--- config.mk ---
export PLATFORM = sky130hd
export DESIGN_NAME = voice_alloc
export DESIGN_NICKNAME = d
export VERILOG_FILES = /design/src/rtl/voice_alloc.sv
export SDC_FILE = /design/constraint.sdc
export NUM_CORES = 1
export LEC_CHECK = 0
export CAP_MARGIN = 25
export CORE_UTILIZATION = 45
export DETAILED_ROUTE_END_ITERATION = 10
export GPL_TIMING_DRIVEN = 1
export PLACE_DENSITY = 0.7
export SLEW_MARGIN = 20
export SYNTH_ARGS = -nofsm -noshare
export SYNTH_HDL_FRONTEND = slang
export SYNTH_SLANG_ARGS = --single-unit
--- constraint.sdc ---
create_clock -name clk -period 6.31 [get_ports clk]
set_input_delay 1.262 -clock clk [delete_from_list [all_inputs] [get_ports clk]]
set_output_delay 1.262 -clock clk [all_outputs]
set_load 0.05 [all_outputs]
--- src/rtl/voice_alloc.sv ---
// Polyphonic voice allocator: decodes PS/2 make/break/extended scan codes,
// maps seven keys to notes and assigns held notes to voice slots with LRU stealing.
module voice_alloc #(
    parameter int NUM_VOICES = 4,
    parameter int AGE_W      = 3
) (
    input  logic                      clk,
    input  logic                      rst_n,
    input  logic                      key_valid,
    input  logic [7:0]                keycode,
    input  logic                      all_off,
    output logic [3*NUM_VOICES-1:0]   voice_note,
    output logic [NUM_VOICES-1:0]     voice_gate,
    output logic [NUM_VOICES-1:0]     voice_trig,
    output logic                      steal,
    output logic [3:0]                active_count
);

    localparam int IDX_W = (NUM_VOICES > 1) ? $clog2(NUM_VOICES) : 1;

    typedef enum logic [1:0] {
        ST_MAKE    = 2'd0,
        ST_BRK     = 2'd1,
        ST_EXT     = 2'd2,
        ST_EXT_BRK = 2'd3
    } state_t;

    function automatic logic [2:0] map_key(input logic [7:0] code);
        logic [2:0] n;
        case (code)
            8'h16:   n = 3'd1;
            8'h1E:   n = 3'd2;
            8'h26:   n = 3'd3;
            8'h25:   n = 3'd4;
            8'h2E:   n = 3'd5;
            8'h36:   n = 3'd6;
            8'h3D:   n = 3'd7;
            default: n = 3'd0;
        endcase
        return n;
    endfunction

    state_t                 state_r, state_nx_s;
    logic [2:0]             note_r  [NUM_VOICES];
    logic [2:0]             note_nx_s [NUM_VOICES];
    logic [AGE_W-1:0]       age_r   [NUM_VOICES];
    logic [AGE_W-1:0]       age_nx_s [NUM_VOICES];
    logic [NUM_VOICES-1:0]  gate_nx_s;
    logic [NUM_VOICES-1:0]  trig_nx_s;
    logic                   steal_nx_s;
    logic [3:0]             count_nx_s;

    logic [2:0]             mapped_s;
    logic                   make_ev_s, brk_ev_s;
    logic                   held_any_s, any_free_s;
    logic [IDX_W-1:0]       held_idx_s, free_idx_s, oldest_idx_s, tgt_idx_s;

    assign mapped_s = map_key(keycode);

    // Scan-code prefix FSM: next state and make/break event decode
    always_comb begin
        state_nx_s = state_r;
        make_ev_s  = 1'b0;
        brk_ev_s   = 1'b0;
        if (all_off) begin
            state_nx_s = ST_MAKE;
        end else if (key_valid) begin
            case (state_r)
                ST_MAKE: begin
                    if (keycode == 8'hF0) begin
                        state_nx_s = ST_BRK;
                    end else if (keycode == 8'hE0) begin
                        state_nx_s = ST_EXT;
                    end else begin
                        state_nx_s = ST_MAKE;
                        make_ev_s  = (mapped_s != 3'd0);
                    end
                end
                ST_BRK: begin
                    if (keycode == 8'hF0) begin
                        state_nx_s = ST_BRK;
                    end else begin
                        state_nx_s = ST_MAKE;
                        brk_ev_s   = (mapped_s != 3'd0);
                    end
                end
                ST_EXT: begin
                    if (keycode == 8'hF0) begin
                        state_nx_s = ST_EXT_BRK;
                    end else begin
                        state_nx_s = ST_MAKE;
                    end
                end
                ST_EXT_BRK: state_nx_s = ST_MAKE;
                default:    state_nx_s = ST_MAKE;
            endcase
        end else begin
            state_nx_s = state_r;
        end
    end

    // Slot search: voice holding the key, lowest free voice, and LRU voice
    always_comb begin
        held_any_s   = 1'b0;
        held_idx_s   = {IDX_W{1'b0}};
        any_free_s   = 1'b0;
        free_idx_s   = {IDX_W{1'b0}};
        oldest_idx_s = {IDX_W{1'b0}};
        for (int i = NUM_VOICES - 1; i >= 0; i--) begin
            if (voice_gate[i] && (note_r[i] == mapped_s)) begin
                held_any_s = 1'b1;
                held_idx_s = IDX_W'(i);
            end else begin
                held_any_s = held_any_s;
            end
            if (!voice_gate[i]) begin
                any_free_s = 1'b1;
                free_idx_s = IDX_W'(i);
            end else begin
                any_free_s = any_free_s;
            end
            if (age_r[i] == AGE_W'(NUM_VOICES - 1)) begin
                oldest_idx_s = IDX_W'(i);
            end else begin
                oldest_idx_s = oldest_idx_s;
            end
        end
        tgt_idx_s = any_free_s ? free_idx_s : oldest_idx_s;
    end

    // Voice table update for make, break and panic
    always_comb begin
        note_nx_s  = note_r;
        age_nx_s   = age_r;
        gate_nx_s  = voice_gate;
        trig_nx_s  = {NUM_VOICES{1'b0}};
        steal_nx_s = 1'b0;
        if (all_off) begin
            gate_nx_s = {NUM_VOICES{1'b0}};
            for (int i = 0; i < NUM_VOICES; i++) begin
                note_nx_s[i] = 3'd0;
            end
        end else if (make_ev_s && !held_any_s) begin
            note_nx_s[tgt_idx_s] = mapped_s;
            gate_nx_s[tgt_idx_s] = 1'b1;
            trig_nx_s[tgt_idx_s] = 1'b1;
            steal_nx_s           = ~any_free_s;
            // Ages stay a permutation: voices younger than the target age by one
            for (int i = 0; i < NUM_VOICES; i++) begin
                if (age_r[i] < age_r[tgt_idx_s]) begin
                    age_nx_s[i] = age_r[i] + AGE_W'(1);
                end else begin
                    age_nx_s[i] = age_r[i];
                end
            end
            age_nx_s[tgt_idx_s] = {AGE_W{1'b0}};
        end else if (brk_ev_s && held_any_s) begin
            note_nx_s[held_idx_s] = 3'd0;
            gate_nx_s[held_idx_s] = 1'b0;
        end else begin
            steal_nx_s = 1'b0;
        end
    end

    // Popcount of the next gate vector
    always_comb begin
        count_nx_s = 4'd0;
        for (int i = 0; i < NUM_VOICES; i++) begin
            count_nx_s = count_nx_s + {3'd0, gate_nx_s[i]};
        end
    end

    // State and output registers
    always_ff @(posedge clk) begin
        if (!rst_n) begin
            state_r      <= ST_MAKE;
            voice_gate   <= {NUM_VOICES{1'b0}};
            voice_trig   <= {NUM_VOICES{1'b0}};
            steal        <= 1'b0;
            active_count <= 4'd0;
            for (int i = 0; i < NUM_VOICES; i++) begin
                note_r[i] <= 3'd0;
                age_r[i]  <= AGE_W'(NUM_VOICES - 1 - i);
            end
        end else begin
            state_r      <= state_nx_s;
            voice_gate   <= gate_nx_s;
            voice_trig   <= trig_nx_s;
            steal        <= steal_nx_s;
            active_count <= count_nx_s;
            for (int i = 0; i < NUM_VOICES; i++) begin
                note_r[i] <= note_nx_s[i];
                age_r[i]  <= age_nx_s[i];
            end
        end
    end

    for (genvar g = 0; g < NUM_VOICES; g++) begin : g_note_out
        assign voice_note[3*g +: 3] = note_r[g];
    end

endmodule

# Word level (Yosys, flattened, before mapping)
# Cells that the tools add are included.
[word_totals] regBits=39 input_bits=12 output_inout_bits=25 elab_cells=147
[classes] add_sub_neg=7 order_cmp=12 eq_ne=20 n_mux=65 bitwise_logic=13 reduce_logical=17
[op_table] op="$mux W3" count=16
[op_table] op="$eq A8 B6 Y1 const B" count=5
[op_table] op="$mux W2" count=16
[op_table] op="$and A12 B12 Y12" count=2
[op_table] op="$mux W12" count=2
[op_table] op="$not A12 Y12" count=2
[op_table] op="$pmux W3 S7" count=1
[op_table] op="$mux W1" count=20
[op_table] op="$eq A8 B5 Y1 const B" count=2
[op_table] op="$eq A8 B8 Y1 const B" count=2
[op_table] op="$add A3 B1 Y3 const B" count=4
[op_table] op="$bwmux W12" count=1
[op_table] op="$demux W3 S2" count=2
[op_table] op="$eq A3 B2 Y1 const B" count=4
[op_table] op="$eq A3 B3 Y1" count=4
[op_table] op="$lt A3 B3 Y1" count=4
[op_table] op="$mux W4" count=3
[op_table] op="$logic_and A1 B1 Y1" count=10
[op_table] op="$pmux W2 S4" count=1
[op_table] op="$bmux W3 S2" count=1
[op_table] op="$ge A3 B3 Y1 const B" count=2
[op_table] op="$lt A2 B3 Y1 const B" count=2
[op_table] op="$lt A3 B1 Y1 const B" count=2
[op_table] op="$not A2 Y3" count=2
[op_table] op="other kinds (18)" count=24

# Longest topological paths before layout
[logic_depth] depth_word=20 mapped_depth=15 mapped_depth_nobuf=13

# Worst setup path after synthesis
# OpenSTA, ideal clock, no wires.
[synth_path] kind="input-to-reg" startpoint="in keycode[4]" endpoint="reg active_count[1]" setup_ps=115 t_arrival_ps=4684 required_time_ps=6195 setup_slack_ps=1512 stages=15 path_buffers=2 path_cell_list="buf_2 > xor2_1 > or3_1 > and2_1 > buf_1 > o221ai_1 > nor2_1 > nor4b_4 > a21oi_1 > or3b_1 > fa_1 > inv_1 > ha_1 > ha_1 > and2_1"
[synth_between] elab_chain_cells=20 elab_cells_between_ends=52 classes_between="3 x add/sub; 2 x order compare; 13 x eq/ne; 23 x mux; 2 x bitwise; 9 x reduce/logical"
[synth_lines] item="start: declaration" line="10" rtl="input logic [7:0] keycode,"
[synth_lines] item="$eq A8 B6 Y1 / $eq A8 B5 Y1 (equally long branches)" line="30" rtl="case (code)"
[synth_lines] item="$pmux W3 S7" line="30"
[synth_lines] item="$eq A3 B3 Y1" line="110" rtl="if (voice_gate[i] && (note_r[i] == mapped_s)) begin"
[synth_lines] item="$logic_and A1 B1 Y1" line="110"
[synth_lines] item="$mux W2 (4 in a row)" line="110"
[synth_lines] item="$lt A2 B3 Y1 (implied by the code) / $ge A2 B1 Y1 (equally long branches)" line="159" rtl="gate_nx_s[held_idx_s] = 1'b0;"
[synth_lines] item="$logic_and A1 B1 Y1 (implied by the code)" line="159"
[synth_lines] item="$mux W1 (implied by the code)" line="159"
[synth_lines] item="[2 not listed]"
[synth_lines] item="$and A4 B4 Y4 (no line)"
[synth_lines] item="$mux W4" line="157" rtl="end else if (brk_ev_s && held_any_s) begin"
[synth_lines] item="$mux W4 *" line="143" rtl="end else if (make_ev_s && !held_any_s) begin"
[synth_lines] item="$mux W4 *" line="138" rtl="if (all_off) begin"
[synth_lines] item="$add A1 B1 Y2" line="169" rtl="count_nx_s = count_nx_s + {3'd0, gate_nx_s[i]};"
[synth_lines] item="$add A2 B1 Y3" line="169"
[synth_lines] item="$add A3 B1 Y4 *" line="169"
[synth_lines] item="via count_nx_s[1]" line="51" rtl="logic [3:0] count_nx_s;"
[synth_lines] item="end signal: assignment" line="190" rtl="active_count <= count_nx_s;"
[synth_lines] item="end: declaration" line="16" rtl="output logic [3:0] active_count"
# The timed path passes the listed nets; every way through them passes the cells marked *.
# A chain may end at the register's enable or synchronous reset.

# Worst setup path in the final report
[layout_path] startpoint="in keycode[5]" endpoint="reg active_count[1]"
# The elaborated chain is that of the path after synthesis.

==> reports/results.ini <==
[clocking]
post_cts_resized = 0
postCtsSetupBuffers = 0
numCtsBuffers = 5
h-tree-depth = 2
clk_latency_ns = 0.29
clkTransAtPathRegs_ns = 0.08
cts_tree = done
cts_max_path_buffers = 2
clockRootBuffer = clkbuf_8
cts_sinks = 38
hold_buffers = 0

[worst_setup_path]
startpoint_type = input port
r2r_slack_ns = 2.54
worst-path-buf-inv = 2
r2r_end = active_count[1]
setup.worst_path.start = keycode[5]
cp_max_fo = 17
path_delay_family = simple AND/OR/NAND/NOR gates
ff2ff_path_depth = 13
path_cells = clkdlybuf4s50_1, nand4bb_1, or3_4, and2_0, o21a_1, and3_1, nor4b_4, a21oi_1, or3b_1, fa_1, inv_1, ha_1, ha_1, and2_1
cpPeakStageDelay_ns = 0.78
crit_top_cell = ha_1
critPathKind = input port to flop
crit_path_end_kind = flop
reg2reg_from = voice_note[11]
required_ns = 6.49
cp.arrival_ns = 5.75
slowest_stage = clkdlybuf4s50_1

[logic_synthesis]
synth_area_leader_cell = dfxtp_1
syn-cell-area_sq_um = 2860
seq_area_frac_synth_pct = 26.6
yosysWarnings = 0
synth_top_flop_cell = dfxtp_1
postSynth.asyncResetShare_pct = 0
synth_fp_nets = 385
yosysUniqueCellTypes = 71
syn_area_per_cell_sq_um = 8.09
ys_ff_latch = 38
synth.area.top_cells = dfxtp_1 (27%), ha_1 (7.9%), a21oi_1 (3.7%)
synth_edf_count = 0
syn_inst = 354
synth_top_area_share_pct = 26.6

[drt]
vias = 2843
drc = 0
wl_per_cell_microns = 17.0
viasPerCell = 6.19
drt_wl_total_microns = 7790
first_pass_iters = 5
drtAntennaViolNets = 0
drt_iter0_markers = 226

[global_route]
grt_max_degree = 20
grt_pass1_wl_microns = 12800
grt_pass1_vias = 2516
grt_remaining_overflow = 0
globalRouteTotalUtil_pct = 24.9
antenna_found_initial = 0

[finish]
insertedDiodeCount = 0
fin_cells = 459
finalNetCount = 415
fillers = 555
area_growth_pct = 17.4
final_layout_size_suffix_gt1_share_pct = 7.29
final_common_cell = dfxtp_1
regArea_sq_um = 761
layout_common_cells = dfxtp_1 (38), clkdlybuf4s50_1 (35), inv_1 (28)
multi_input_area_sq_um = 1920

[die]
die-area_sq_um = 6680
die_h_microns = 81.8
die_w_microns = 81.8
initial_utilization_pct = 47.5
core.rowCount = 28
core_area_sq_um = 6030
num_io_pins = 37

[placement]
placedCellCount = 452
hpwlAfterDp_microns = 5950
portBuffers = 35
gp_congestion = 0.899

[sta]
fin_crit_sh_pct = 88.2
timing.slew.headroom_pct = 53.0
clock.fmax_mhz = 180
setup_tns_ns = 0
hold_slack_ns = 0.506
setup_violations = 0
tightest_slew_ns = 0.697
slew_violations = 0
skew_ns = 0.00958
hold_viol = 0
rsz0062_at_grt = false
finalCriticalPeriod_ns = 5.57

[power]
leakagePower_nw = 1.20
irDropWorstVdd_mv = 0.131
power.density_nw_per_um2 = 148

[min_path]
hold_class = flop to flop
min_path_cells = 2
hold_end = age_r[8]
holdCritStartpoint = age_r[8]

[job]
drv_cap = 0

[status]
status = complete, no violations

-- flip-flops by register name (all words and copies together), names as in the netlist --
name,flops
state_r,2
active_count,3
voice_note,12
voice_trig,4
steal,1
age_r,12
voice_gate,4
-- worst max-delay path by stage --
stage | to | cells past startpoint
6_report | active_count[1] | 14
5_1_grt | active_count[1] | 14
4_1_cts | active_count[1] | 14
3_5_place_dp | active_count[1] | 14
3_3_place_gp | active_count[1] | 14
2_1_floorplan | active_count[1] | 15
-- Yosys cell counts, types with 2 or more instances --
cell type,n
nor3b_1,7
a21oi_1,21
nor2b_1,6
a21boi_0,4
o22ai_1,10
mux4_2,2
nand4_1,7
buf_6,2
clkbuf_1,8
xnor2_1,3
nand2b_1,8
nor4b_1,3
o2111ai_1,4
and2_1,8
o221ai_1,3
dfxtp_1,38
o211ai_1,9
o21a_1,4
buf_2,2
nand2_1,25
a2111oi_0,3
a31oi_1,3
nor2_1,25
inv_1,28
o21ai_0,11
nor4_1,3
nand3_1,18
or3_1,6
mux2i_1,4
nor3_1,9
o31ai_2,4
o311ai_0,2
o31ai_1,3
ha_1,18
o32ai_1,2
o41ai_1,3
and3_1,4
-- cell families after synthesis --
logic type	count (synthesis)	share of synthesized area (%)
AND/OR/NAND/NOR	146	29.6
AO/OA/AOI/OAI	97	24.3
XOR/XNOR	4	1.22
flip-flops	38	26.6
buffers and inverters	42	6.25
adder cells (fa/ha/maj)	19	8.57
multiplexers	7	3.37
other	1	0.131
-- routing by layer --
layer | GRT usage (%) | vias to the layer above | wire (microns)
met1 | 36.5 | 1322 | 3740
met5 | 0 | - | 0
met3 | 4.33 | 11 | 540
li1 | - | 1393 | -
met2 | 37.2 | 117 | 3390
met4 | 6.49 | 0 | 121
-- report_power, final --
part	total, mW	internal [mW]	switching (mW)
registers	0.241	0.240	0.000642
logic	0.0441	0.0160	0.0281
clock network	0.213	0.127	0.0860
-- stage by stage --
step | total power, mW | setup slack [ns] | utilization [%] | instance area [sq um]
finish | 0.497 | 0.744 | 55.8 | 3360
global route | 0.513 | 0.456 | 55.8 | 3360
detailed placement | 0.289 | 0.456 | 53.9 | 3250
floorplan | 0.274 | 1.51 | - | 2860
CTS | 0.498 | 0.765 | 55.8 | 3360
global placement | 0.289 | 0.599 | 53.9 | 3250
-- area by class of cell --
class / instances / share of cell area (%)
Clock inverter: 1 / 0.894
Tap cell: 75 / 2.79
Timing Repair Buffer: 37 / 10.9
Clock buffer: 6 / 2.46
Sequential cell: 38 / 22.6
Inverter: 28 / 3.13
Multi-Input combinational cell: 274 / 57.2
-- worst reg2reg max path: stages, from the launching register on --
cell       delay (ns)
dfxtp_1          0.40
inv_1            0.10
or3_1            0.36
o311ai_0         0.12
a2111oi_0        0.15
a21oi_1          0.32
nor4b_4          0.51
a21oi_1          0.17
or3b_1           0.40
fa_1             0.51
inv_1            0.04
ha_1             0.17
ha_1             0.26
and2_1           0.15
No activity file was read; power rests on OpenSTA's default activity.
==> edit 1, RTL diff (same settings) <==
The output `voice_trig` loses its register stage (`voice_trig` becomes a continuous assignment).
--- a/src/rtl/voice_alloc.sv
+++ b/src/rtl/voice_alloc.sv
@@ -175,7 +175,6 @@
         if (!rst_n) begin
             state_r      <= ST_MAKE;
             voice_gate   <= {NUM_VOICES{1'b0}};
-            voice_trig   <= {NUM_VOICES{1'b0}};
             steal        <= 1'b0;
             active_count <= 4'd0;
             for (int i = 0; i < NUM_VOICES; i++) begin
@@ -185,7 +184,6 @@
         end else begin
             state_r      <= state_nx_s;
             voice_gate   <= gate_nx_s;
-            voice_trig   <= trig_nx_s;
             steal        <= steal_nx_s;
             active_count <= count_nx_s;
             for (int i = 0; i < NUM_VOICES; i++) begin
@@ -195,6 +193,8 @@
         end
     end
 
+    assign voice_trig = trig_nx_s;
+
     for (genvar g = 0; g < NUM_VOICES; g++) begin : g_note_out
         assign voice_note[3*g +: 3] = note_r[g];
     end
Function: changed (Yosys sat finds a counterexample within 4 cycles, from zero or initial values and one cycle with rst_n low).
==> edit 1 against the unedited design <==
Routed wire length down 14%. Largest power group unchanged. Largest cell class unchanged. Synthesized cell count shrank 10%. Area after synthesis decreased by 12%. Worst setup slack worse by 0.29 ns. Design area shrank 11%. Sequential cell count is 4 lower. Total power decreased by 9.0%. Count of clock-buffer cells in the layout fell by 1. Final cell count fell by 8.5%. Fmax fell by 4.9%. Die area shrank 12%. Critical endpoint is now voice_trig[1].
==> edit 1: results (changes against the unedited design) <==
* Worst r2r src: age_r[0]$_SDFFE_PN0P_
* Reg2reg setup slack at 2.39 ns (-0.15 ns)
* Gr usage total at 23.3% (-1.6 points)
* Outcome: finished, final reports clean
* Worst Tran Pin Value at 0.621 ns (-0.0761 ns)
* P_sw at 105 µW (-8.1%)
* Largest cells by area after synthesis: dfxtp_1, ha_1, nor2_1, o21ai_0, a21oi_1
* Worst Hold Class: reg2reg
* Peak VDD IR at 0.119 mV (-9.1%)
* Hold Crit Start: age_r[1]$_SDFFE_PN0P_
* CP peak stage delay at 0.51 ns (-0.27 ns)
* Clk network pwr share at 43.8% (+1.1 points)
* GPL Wtd Cong at 0.917 (+2.0%)
* Avg WL per Cell at 15.9 µm (-6.5%)
* WHS Path Cells at 2 (unchanged)
* Initial DRC Count at 261 (+15%)
* Initial antenna violation count at 0 (unchanged)
* H-tree depth at 2 (unchanged)
* Postcts setup bufs at 0 (unchanged)
* Critical path's top delay family: simple AND/OR/NAND/NOR gates
* First-pass GRT wire length at 10.9 mm (-14%)
* Largest net degree at the start of global routing at 18 (-10%)
* Post-cts resize count at 0 (unchanged)
* Critical Path Fanout Max at 15 (-2)
* Leak Pwr at 0.00113 µW (-6.3%)
* Crit. Startpoint: keycode[2]
* Sequential area share after synthesis at 27.1% (+0.56 points)
* Worst path arrival time at 4.59 ns (-1.16 ns)
* Clock insertion delay at the later pin of the skew report at 0.29 ns (about the same)
* Slowest cell on crit path: or4_4
* Yosys warns at 0 (unchanged)
* NumNets Final at 380 (-8.4%)
* Vias at 2538 (-11%)
* Reg-to-Reg End: age_r[2]$_SDFFE_PN0P_
* Max Root-Sink Buffers at 2 (unchanged)
* Clock-pin slew of the registers on the worst-case setup and hold paths at 0.07 ns
* DRT Pass-1 Iters at 5 (unchanged)
* Vias in the first global route at 2192 (-13%)
* Share of cells above drive strength 1 at 8.29% (+0.99 points)
* CTS buffer count at 5 (unchanged)
* Hold path endpoint: age_r[1]$_SDFFE_PN0P_
* Post-synth top cells: dfxtp_1, nor2_1, o21ai_0, nand2_1, ha_1
* Post-synth cell types at 63 (-11%)
* Clock Skew at 0.00684 ns (-0.00273 ns)
* Worst r2r path cells at 14 (+1)
* Ys async rst share at 0% (unchanged)
* Root buf cell: clkbuf_8
* Total nets after synthesis at 348 (-9.6%)
* HPWL after DPL at 5.21 mm (-12%)
* PortBufs at 35 (unchanged)
* # diodes at 0 (unchanged)
* Fillers at 500 (-9.9%)
## edit 1: cell types whose count changed after synthesis, sizes merged, moves of 5 or more
cell and change:
nand2 -6, o22ai -6, o21ai +12, inv -13
nor2 +8, a21oi -5, nand4 -5
## edit 1: final cells by class
type / instances / share of cell area (%)
inverters: 15 / 1.88
flip-flops and latches: 34 / 22.8
multi-input cells: 255 / 56.7
well taps: 70 / 2.93
clock inverters: 3 / 1.34
clock buffers: 5 / 2.30
repair buffers: 38 / 12.1
## edit 1: logic make-up (layout without fill, tap and decap cells)
group	after synthesis	in the layout	share of synthesized area (%)
muxes	7	7	2.89
and+or+nand+nor	130	130	28.0
adders and majority gates	19	19	9.78
buffers and inverters	28	61	5.29
other	1	1	0.149
AOI/OAI and AO/OA	92	92	24.7
DFF	34	34	27.1
xor gates and xnor gates	6	6	2.10
## edit 1: metrics by stage
stage	utilization, %	cells	cell area, µm²	worst slack (ns)	hold WS (ns)
final	57.1	420	2990	0.457	0.526
after global routing	57.1	420	2990	0.300	0.559
after CTS	57.1	420	2990	0.465	0.532
after detailed placement	55.0	412	2880	0.472	0.518
after global placement	55.0	412	2880	0.518	0.519
after floorplan	-	317	2510	1.12	0.480
## edit 1: layer usage
layer / up-vias / GRT usage (%) / routed length [µm]
met1: 1192 / 34.4 / 3380
met2: 90 / 34.3 / 2820
li1: 1249 / - / -
met3: 7 / 3.93 / 386
met4: 0 / 6.92 / 71
met5: - / 0 / 0
## edit 1: power groups by stage
stage / sequential [µW] / clock, µW / combinational, µW
after global routing: 215 / 210 / 42.6
after floorplan: 220 / 0 / 25.1
final: 215 / 198 / 39.0
after detailed placement: 220 / 0 / 38.3
after global placement: 220 / 0 / 38.2
after CTS: 215 / 203 / 38.4
## edit 1: worst max-delay path by stage
stage                     depth (start not counted)  slack [ns]             to
after global placement                           10        0.52  voice_trig[1]
after CTS                                        10        0.46  voice_trig[1]
after global routing                             10        0.30  voice_trig[1]
after floorplan                                  11        1.12  voice_trig[1]
final                                            10        0.46  voice_trig[1]
after detailed placement                         10        0.47  voice_trig[1]
## edit 1: tightest hold or removal path, stage by stage, from the launching register on
cell,delay [ns]
dfxtp_1,0.34
o21ai_0,0.08
a21oi_1,0.06
==> edit 2, RTL diff (same flow settings) <==
Made on the original files. The parameter `AGE_W` goes from 3 to 6.
--- a/src/rtl/voice_alloc.sv
+++ b/src/rtl/voice_alloc.sv
@@ -2,7 +2,7 @@
 // maps seven keys to notes and assigns held notes to voice slots with LRU stealing.
 module voice_alloc #(
     parameter int NUM_VOICES = 4,
-    parameter int AGE_W      = 3
+    parameter int AGE_W      = 6
 ) (
     input  logic                      clk,
     input  logic                      rst_n,
Formal check against the unedited RTL: same outputs for any inputs over 4 cycles, from zero or initial values and one cycle with rst_n low; that may be too few to reach the edited logic, so the function may still have changed.
==> edit 2 against the unedited design <==
Synthesized cell count increased by 27%. Routed wire length increased by 19%. Design area increased by 23%. Worst setup slack improved by 0.19 ns. Area after synthesis increased by 28%. Sequential cell count increased by 12. Total power increased by 14%. Fmax increased by 3.6%. Critical path type unchanged. Critical endpoint unchanged.
==> edit 2: results (changes against the unedited design) <==
* Nonclk inv count at 24 (-14%)
* Gr usage total at 23.4% (-1.5 points)
* Mux cell area share after synthesis at 2.01% (-1.4 points)
* Hold Crit Start: voice_note[5]$_SDFFE_PP0P_
* Outcome: finished, final reports clean
* DP Cell Count at 569 (+26%)
* Pre-CTS setup slack at 0.624 ns (+0.168 ns)
* CTS Sinks at 50 (+32%)
* Worst Tran Pin Value at 0.932 ns (+0.235 ns)
* GPL Wtd Cong at 0.879 (-2.2%)
* Area share of fa/ha/maj cells after synthesis at 9.42% (+0.85 points)
* Crit. Startpoint: keycode[4]
* Hold path endpoint: voice_note[5]$_SDFFE_PP0P_
* Nonclk buf count at 35 (-5.4%)
* Avg WL per Cell at 16.1 µm (-5.1%)
* Peak VDD IR at 0.103 mV (-22%)
* Vias at 3401 (+20%)
* Fmax at 0.186 GHz (+3.6%)
* Reg-to-Reg End: age_r[11]$_SDFFE_PN0P_
* Final Cell Area at 0.00415 mm² (+23%)
* Largest cells by area after synthesis: dfxtp_1, ha_1, o21ai_0, nand2_1, nor2_1
* Fillers at 773 (+39%)
* CP peak stage delay at 0.72 ns (-0.06 ns)
* Register area at 0.00100 mm² (+32%)
* Multi-In Gates at 358 (+31%)
* Clock-pin slew of the registers on the worst-case setup and hold paths at 0.10 ns (+0.02 ns)
* Post-synth cell types at 68 (-4.2%)
* CLK BUF at 5 (-1)
* Worst r2r path cells at 16 (+3)
* Worst r2r src: age_r[14]$_SDFFE_PN0P_
* Worst path arrival time at 5.60 ns (-0.15 ns)
* ClkCell Share at 2.35% (-1.0 points)
* Mean post-synth cell area at 8.19 µm² (+1.2%)
* Vias in the first global route at 3327 (+32%)
* Multi-input gate area at 0.00248 mm² (+29%)
* First-pass GRT wire length at 16.1 mm (+27%)
* HPWL after DPL at 7.10 mm (+19%)
* Non-clock buffer area fraction after layout at 8.44% (-2.4 points)
* Initial DRC Count at 168 (-26%)
* Post-synthesis compound-gate area fraction at 25.1% (+0.82 points)
* Post-synth top cells: dfxtp_1, o21ai_0, nand2_1, nor2_1
* Largest net degree at the start of global routing at 25 (+25%)
* Total nets after synthesis at 487 (+26%)
* Cell-internal power at 415 µW (+8.4%)
* Sequential area share after synthesis at 27.3% (+0.72 points)
* Share of cells above drive strength 1 at 7.16% (-0.13 points)
* Reg2reg setup slack at 1.41 ns (-1.13 ns)
==> edit 2: cell count changes after synthesis, sizes merged, moves of 9 or more <==
cell | unedited run | this run
a21o | 1 | 11
dfxtp | 38 | 50
nand2 | 26 | 40
nor2 | 25 | 37
o21ai | 12 | 43
o22ai | 10 | 1
==> edit 2: tightest hold or removal path, stage by stage, from the launching register on <==
cell,delay [ns]
dfxtp_1,0.36
nand2_1,0.06
o21ai_0,0.07
==> edit 2: through the flow <==
stage | utilization (%) | total power, µW
finish | 53.1 | 569
global route | 53.1 | 590
CTS | 53.1 | 570
detailed placement | 51.9 | 364
global placement | 51.9 | 364
floorplan | - | 351
==> edit 2: routing by layer <==
metal	vias up	share of wire [%]	track usage (%)
li1	1684	-	-
met1	1622	47	31.2
met2	80	48	39.4
met3	15	3.7	2.65
met4	0	1.7	7.16
met5	-	0	0
==> edit 2: power by group through the flow <==
| stage | Combinational (µW) | Sequential (µW) | Clock (µW) |
|---|---|---|---|
| 3_5_place_dp | 40.8 | 324 | 0 |
| 6_report | 41.2 | 316 | 211 |
| 5_1_grt | 45.5 | 317 | 228 |
| 4_1_cts | 40.9 | 316 | 213 |
| 2_1_floorplan | 27.5 | 324 | 0 |
| 3_3_place_gp | 40.3 | 324 | 0 |
==> edit 2: cell families (layout without fill, tap and decap cells) <==
kind of cell | Yosys count | count (layout)
compound gates | 125 | 125
xor+xnor | 17 | 17
fa+ha+maj | 27 | 27
buf+inv | 40 | 67
flops | 50 | 50
mux | 7 | 7
other cells | 1 | 1
simple gates | 181 | 181
